**src/rtl/matvec_pe_con_pkg.sv**
```systemverilog
// Shared types and helpers for the BRAM-mastered matrix-vector controller.
package matvec_pe_con_pkg;

  typedef enum logic [2:0] {
    ST_IDLE,
    ST_LD_VEC,
    ST_CLR,
    ST_MAC,
    ST_DRAIN,
    ST_WR,
    ST_DONE
  } state_e;

  localparam logic [3:0] BRAM_WE_ALL  = 4'hF;
  localparam logic [3:0] BRAM_WE_NONE = 4'h0;

  function automatic logic [31:0] word2byte(input logic [31:0] w);
    return {w[29:0], 2'b00};
  endfunction

  // Accumulators are sign-extended to 64 bits before clamping to signed 32-bit.
  function automatic logic [31:0] sat32(input logic signed [63:0] v);
    if (v > 64'sh0000_0000_7FFF_FFFF) return 32'h7FFF_FFFF;
    if (v < 64'shFFFF_FFFF_8000_0000) return 32'h8000_0000;
    return v[31:0];
  endfunction

endpackage

```
**src/rtl/matvec_pe_con_mac_lane.sv**
```systemverilog
// One MAC lane: registered accumulator with synchronous clear and enable.
module pe_mac_lane #(
  parameter int unsigned DATA_WIDTH = 16,
  parameter int unsigned ACC_WIDTH  = 40
) (
  input  logic                         clk_i,
  input  logic                         rst_ni,
  input  logic                         clr_i,
  input  logic                         en_i,
  input  logic signed [DATA_WIDTH-1:0] a_i,
  input  logic signed [DATA_WIDTH-1:0] b_i,
  output logic signed [ACC_WIDTH-1:0]  acc_o
);

  logic signed [2*DATA_WIDTH-1:0] prod;
  logic signed [ACC_WIDTH-1:0]    acc_d, acc_q;

  always_comb begin
    prod  = a_i * b_i;
    acc_d = acc_q;
    if (clr_i)     acc_d = '0;
    else if (en_i) acc_d = acc_q + ACC_WIDTH'(prod);
  end

  always_ff @(posedge clk_i or negedge rst_ni) begin
    if (!rst_ni) acc_q <= '0;
    else         acc_q <= acc_d;
  end

  assign acc_o = acc_q;

endmodule

```
**src/rtl/matvec_pe_con.sv**
```systemverilog
// Matrix-vector controller: loads v, streams M row-major into NUM_PE MAC lanes,
// writes saturated (optionally ReLU'd) y back to BRAM.
module matvec_pe_con
  import matvec_pe_con_pkg::*;
#(
  parameter int unsigned VECTOR_SIZE = 64,
  parameter int unsigned L_RAM_SIZE  = 6,
  parameter int unsigned NUM_ROWS    = 64,
  parameter int unsigned NUM_PE      = 4,
  parameter int unsigned DATA_WIDTH  = 16,
  parameter int unsigned ACC_WIDTH   = 40,
  parameter int unsigned RD_LATENCY  = 2,
  parameter int unsigned VEC_BASE    = 0,
  parameter int unsigned MAT_BASE    = VECTOR_SIZE,
  parameter int unsigned OUT_BASE    = VECTOR_SIZE * (NUM_ROWS + 1)
) (
  input  logic        aclk,
  input  logic        aresetn,
  input  logic        start,
  input  logic        relu_en,
  output logic        busy,
  output logic        done,
  output logic [31:0] BRAM_ADDR,
  output logic [31:0] BRAM_WRDATA,
  output logic [3:0]  BRAM_WE,
  output logic        BRAM_CLK,
  input  logic [31:0] BRAM_RDDATA
);

  localparam int unsigned G  = NUM_ROWS / NUM_PE;
  localparam int unsigned KW = (VECTOR_SIZE > 1) ? $clog2(VECTOR_SIZE) : 1;
  localparam int unsigned LW = (NUM_PE > 1) ? $clog2(NUM_PE) : 1;
  localparam int unsigned GW = (G > 1) ? $clog2(G) : 1;
  localparam int unsigned VDEPTH = 2 ** L_RAM_SIZE;

  localparam logic [KW-1:0] K_LAST = KW'(VECTOR_SIZE - 1);
  localparam logic [LW-1:0] L_LAST = LW'(NUM_PE - 1);
  localparam logic [GW-1:0] G_LAST = GW'(G - 1);
  localparam logic [2:0]    W_LAST = 3'(RD_LATENCY - 1);

  typedef struct packed {
    logic          vld;
    logic          vec;
    logic [LW-1:0] lane;
    logic [KW-1:0] k;
  } tag_t;

  state_e        state_q, state_d;
  logic [KW-1:0] k_q, k_d;
  logic [LW-1:0] lane_q, lane_d;
  logic [GW-1:0] g_q, g_d;
  logic [2:0]    wt_q, wt_d;
  logic          issued_q, issued_d;
  logic          relu_q, relu_d;

  logic          rd_issue, rd_vec, acc_clr;
  logic [31:0]   addr_word, wr_word;
  logic [3:0]    we;

  tag_t          tag_q [RD_LATENCY];
  tag_t          ret;
  logic signed [DATA_WIDTH-1:0] vbuf_q [VDEPTH];
  logic [L_RAM_SIZE-1:0]        vidx;
  logic signed [DATA_WIDTH-1:0] rd_op, vb_op;

  logic signed [ACC_WIDTH-1:0]  lane_acc [NUM_PE];
  logic [NUM_PE-1:0]            lane_en;
  logic signed [ACC_WIDTH-1:0]  acc_sel;
  logic [31:0]                  sat_w;
  logic                         unused_rd_hi;

  always_comb begin
    state_d   = state_q;
    k_d       = k_q;
    lane_d    = lane_q;
    g_d       = g_q;
    wt_d      = wt_q;
    issued_d  = issued_q;
    relu_d    = relu_q;
    rd_issue  = 1'b0;
    rd_vec    = 1'b0;
    acc_clr   = 1'b0;
    addr_word = '0;
    we        = BRAM_WE_NONE;
    case (state_q)
      ST_IDLE, ST_DONE: begin
        if (start) begin
          state_d  = ST_LD_VEC;
          k_d      = '0;
          lane_d   = '0;
          g_d      = '0;
          wt_d     = '0;
          issued_d = 1'b0;
          relu_d   = relu_en;
        end
      end
      // Issue VECTOR_SIZE reads, then hold RD_LATENCY cycles for the tail to land.
      ST_LD_VEC: begin
        if (!issued_q) begin
          rd_issue  = 1'b1;
          rd_vec    = 1'b1;
          addr_word = 32'(VEC_BASE) + 32'(k_q);
          if (k_q == K_LAST) begin
            k_d      = '0;
            issued_d = 1'b1;
          end else begin
            k_d = k_q + 1'b1;
          end
        end else if (wt_q == W_LAST) begin
          wt_d    = '0;
          state_d = ST_CLR;
        end else begin
          wt_d = wt_q + 1'b1;
        end
      end
      ST_CLR: begin
        acc_clr = 1'b1;
        k_d     = '0;
        lane_d  = '0;
        state_d = ST_MAC;
      end
      ST_MAC: begin
        rd_issue  = 1'b1;
        addr_word = 32'(MAT_BASE)
                  + (32'(g_q) * 32'(NUM_PE) + 32'(lane_q)) * 32'(VECTOR_SIZE)
                  + 32'(k_q);
        if (lane_q == L_LAST) begin
          lane_d = '0;
          if (k_q == K_LAST) begin
            k_d     = '0;
            wt_d    = '0;
            state_d = ST_DRAIN;
          end else begin
            k_d = k_q + 1'b1;
          end
        end else begin
          lane_d = lane_q + 1'b1;
        end
      end
      ST_DRAIN: begin
        if (wt_q == W_LAST) begin
          wt_d    = '0;
          lane_d  = '0;
          state_d = ST_WR;
        end else begin
          wt_d = wt_q + 1'b1;
        end
      end
      ST_WR: begin
        we        = BRAM_WE_ALL;
        addr_word = 32'(OUT_BASE) + 32'(g_q) * 32'(NUM_PE) + 32'(lane_q);
        if (lane_q == L_LAST) begin
          lane_d = '0;
          if (g_q == G_LAST) begin
            g_d     = '0;
            state_d = ST_DONE;
          end else begin
            g_d     = g_q + 1'b1;
            state_d = ST_CLR;
          end
        end else begin
          lane_d = lane_q + 1'b1;
        end
      end
      default: state_d = ST_IDLE;
    endcase
  end

  always_ff @(posedge aclk or negedge aresetn) begin
    if (!aresetn) begin
      state_q  <= ST_IDLE;
      k_q      <= '0;
      lane_q   <= '0;
      g_q      <= '0;
      wt_q     <= '0;
      issued_q <= 1'b0;
      relu_q   <= 1'b0;
    end else begin
      state_q  <= state_d;
      k_q      <= k_d;
      lane_q   <= lane_d;
      g_q      <= g_d;
      wt_q     <= wt_d;
      issued_q <= issued_d;
      relu_q   <= relu_d;
    end
  end

  // Each issued read carries its destination; the oldest tag lines up with BRAM_RDDATA.
  always_ff @(posedge aclk or negedge aresetn) begin
    if (!aresetn) begin
      for (int unsigned i = 0; i < RD_LATENCY; i++) tag_q[i] <= '0;
    end else begin
      tag_q[0] <= '{vld: rd_issue, vec: rd_vec, lane: lane_q, k: k_q};
      for (int unsigned i = 1; i < RD_LATENCY; i++) tag_q[i] <= tag_q[i-1];
    end
  end

  assign ret          = tag_q[RD_LATENCY-1];
  assign rd_op        = BRAM_RDDATA[DATA_WIDTH-1:0];
  assign vidx         = L_RAM_SIZE'(ret.k);
  assign vb_op        = vbuf_q[vidx];
  assign unused_rd_hi = ^BRAM_RDDATA[31:DATA_WIDTH];

  always_ff @(posedge aclk) begin
    if (ret.vld && ret.vec) vbuf_q[vidx] <= rd_op;
  end

  for (genvar p = 0; p < NUM_PE; p++) begin : g_lane
    assign lane_en[p] = ret.vld && !ret.vec && (ret.lane == LW'(p));
    pe_mac_lane #(
      .DATA_WIDTH (DATA_WIDTH),
      .ACC_WIDTH  (ACC_WIDTH)
    ) u_lane (
      .clk_i  (aclk),
      .rst_ni (aresetn),
      .clr_i  (acc_clr),
      .en_i   (lane_en[p]),
      .a_i    (rd_op),
      .b_i    (vb_op),
      .acc_o  (lane_acc[p])
    );
  end

  always_comb begin
    acc_sel = '0;
    for (int unsigned p = 0; p < NUM_PE; p++) begin
      if (lane_q == LW'(p)) acc_sel = lane_acc[p];
    end
  end

  assign sat_w   = sat32(64'(acc_sel));
  assign wr_word = (relu_q && sat_w[31]) ? '0 : sat_w;

  assign busy        = (state_q != ST_IDLE) && (state_q != ST_DONE);
  assign done        = (state_q == ST_DONE);
  assign BRAM_ADDR   = word2byte(addr_word);
  assign BRAM_WRDATA = (state_q == ST_WR) ? wr_word : '0;
  assign BRAM_WE     = we;
  assign BRAM_CLK    = aclk;

endmodule

```
**config.mk**
```make
export PLATFORM = sky130hd
export DESIGN_NAME = matvec_pe_con
export DESIGN_NICKNAME = d
export VERILOG_FILES = /design/src/rtl/matvec_pe_con_pkg.sv /design/src/rtl/matvec_pe_con_mac_lane.sv /design/src/rtl/matvec_pe_con.sv
export SDC_FILE = /design/constraint.sdc
export NUM_CORES = 2
export LEC_CHECK = 0
export CORE_MARGIN = 5
export CORE_UTILIZATION = 35
export DETAILED_ROUTE_END_ITERATION = 10
export GPL_TIMING_DRIVEN = 0
export SLEW_MARGIN = 20
export SYNTH_ARGS = -nofsm -noshare
export SYNTH_HDL_FRONTEND = slang
export SYNTH_HIERARCHICAL = 1
export SYNTH_SLANG_ARGS = --single-unit
```
**constraint.sdc**
```tcl
create_clock -name aclk -period 18.1 [get_ports aclk]
set_input_delay 3.62 -clock aclk [delete_from_list [all_inputs] [get_ports aclk]]
set_output_delay 3.62 -clock aclk [all_outputs]
set_load 0.005 [all_outputs]
```
==> results.toml <==
[status]
run_status = "completed"

[worst_setup_path]
crit_path_end_kind = "output pin"
cp.depth = 4
startpoint = "aclk"
rr_worst_depth = 31
max_stage_delay_ns = 0.43
critPathMaxFanout = 3
r2r_end = "g_lane[1].u_lane/acc_o[37]"
path_buf_inv = 4
r2r_slack_ns = 6.04
startpoint_type = "clock port"
worstPathCellList = "clkbuf_16, clkbuf_16, buf_4, clkdlybuf4s50_1"
reg2reg_from = "vidx[0]"
arrival_ns = 9.86
crit_slowest_cell = "clkdlybuf4s50_1"
crit_top_cell = "clkbuf_16"
crit_type = "clk -> out"
crit_family = "buffers and inverters"
required_ns = 14.48

[min_path]
hold_depth = 0
whs_endpoint = "ret[7]"
min_from = "tag_q[17]"
hold_path_class = "reg -> reg"

[timing]
whs_ns = 0.347
timing.final.ws_setup_ns = 4.62
rsz0062_at_grt = "false"
tns_ns = 0
max_slew_margin_pct = 10.9
worst_pin_slew_ns = 1.34
clock_skew_ns = 0.0711
final_hold_viol_count = 0
setup_violations = 0
drv_slew = 0

[place]
port_buffers = 70
place_congestion = 1.01
place_area_mm2 = 0.107
place_ws_ns = 4.90
hpwl_um = 261000

[cts]
clk_latency_ns = 0.90
cts.clk_slew.worst_paths_ns = 0.06
post_cts_buffers = 0
cts_hold_buf = 0
ctsResizeCount = 0
cts_tree = "built"

[drt]
antenna_left = 0
drc_errors = 0
wl_um = 355000
firstDrtPassIters = 8
viasPerCell = 5.52
wl_per_cell_um = 27.5
vias = 71300
drt-initial-drc-count = 9059

[finish]
final_cell_area_mm2 = 0.111
syn_to_final_growth_pct = 11.3
layout_commonest_cell = "inv_1"
drive_above_1_share_pct = 7.17
nFillCells = 27100
nets = 10900
mostFrequentLayoutCells = "1,678 x inv_1, 1,316 x fa_1, 1,024 x edfxtp_1"

[logic_synthesis]
synth.distinct_cells = 99
yosys_warnings = 6
synth_area_leaders = "edfxtp_1 31%, fa_1 27%, inv_1 6.3%"
synth_edf_count = 1024
yosysTopAreaCellShare_pct = 30.9
synth.avg_cell_area_um2 = 11.3
ys_ff_latch = 1224
async_flop_share_pct = 16.3
syn_inst = 8776
yosysTopAreaCell = "edfxtp_1"
synthFlopType = "edfxtp_1"
synth_area_mm2 = 0.0995
ys_seq_area_share_pct = 35.9

[global_routing]
grt_pass1_wl_um = 514000
grt_overflow = 0
grt_pass1_vias = 73400
antenna_found_initial = 32
grt_use_total_pct = 24.0
grt_max_degree = 85

[floorplan]
io_pins = 107
start_util_pct = 35.2
die_h_um = 543
row_count = 195
fp.dieW_um = 543
core_area_mm2 = 0.283
fp.dieArea_mm2 = 0.295

[job]
drv_cap = 0
-- cells by family after synthesis --
family / after synthesis / synth area share [%]
adder cells (fa/ha/maj): 1787 / 32.4
flip-flops: 1224 / 35.9
AND/OR/NAND/NOR: 1943 / 9.33
buffers and inverters: 2082 / 8.22
AO/OA/AOI/OAI: 1214 / 8.17
XOR/XNOR: 134 / 1.18
other: 1 / 0.00377
multiplexers: 391 / 4.74
-- routing by layer --
metal | track usage, % | wire length, µm | vias up
met3 | 6.82 | 42300 | 744
li1 | - | - | 29500
met1 | 32.2 | 139000 | 36900
met4 | 9.81 | 17300 | 10
met2 | 36.6 | 157000 | 4164
met5 | 0 | 65 | -
-- worst max-delay path by stage --
stage	to	slack [ns]
6_report	BRAM_CLK	4.62
5_1_grt	BRAM_CLK	4.58
4_1_cts	BRAM_CLK	4.61
3_5_place_dp	BRAM_CLK	4.90
3_3_place_gp	g_lane[0].u_lane/acc_o[31]	2.44
2_1_floorplan	BRAM_CLK	5.32
-- cells in the mapped netlist, types with 42 or more instances --
| master | number |
|---|---|
| o31ai_1 | 42 |
| ha_1 | 466 |
| mux4_2 | 59 |
| xnor2_1 | 98 |
| inv_1 | 1678 |
| and2_1 | 465 |
| edfxtp_1 | 1024 |
| buf_4 | 53 |
| fa_1 | 1320 |
| nand3_1 | 58 |
| a22oi_1 | 128 |
| mux2_2 | 48 |
| nor2_1 | 391 |
| dfrtp_1 | 200 |
| a21o_1 | 60 |
| o21ai_0 | 203 |
| mux2i_1 | 283 |
| o211ai_1 | 42 |
| a221oi_1 | 67 |
| a21oi_1 | 307 |
| o22ai_1 | 54 |
| clkbuf_1 | 228 |
| nor3_1 | 57 |
| buf_2 | 71 |
| nand2_1 | 753 |
| a211oi_1 | 53 |
-- state kept, by name, indices dropped and copies added (netlist names), 3 cells and up --
name                 count
tag_q                   10
ret                      4
k_q                      6
vidx                     6
wt_q                     3
state_q                  3
g_q                      4
vbuf_q                1024
g_lane.u_lane/acc_o    160
-- area by class of cell --
type	instances	area, µm²	area share (%)
antenna	21	52.6	0.0474
buffer	398	1870	1.69
clock buffer	152	3230	2.92
clock inverter	75	744	0.672
inverter	1684	6320	5.71
multi-input combinational	5488	56100	50.6
sequential	1224	35800	32.3
tap	3743	4680	4.23
timing repair buffer	140	2000	1.81
-- through the flow --
stage	cells	utilization, %
finish	12900	39.2
global route	12900	39.1
CTS	12900	39.1
detailed placement	12700	37.7
global placement	12600	37.1
floorplan	8794	-
Power is not shown: default switching activity piles up to over one toggle a cycle in this logic, so the estimate is an artifact.
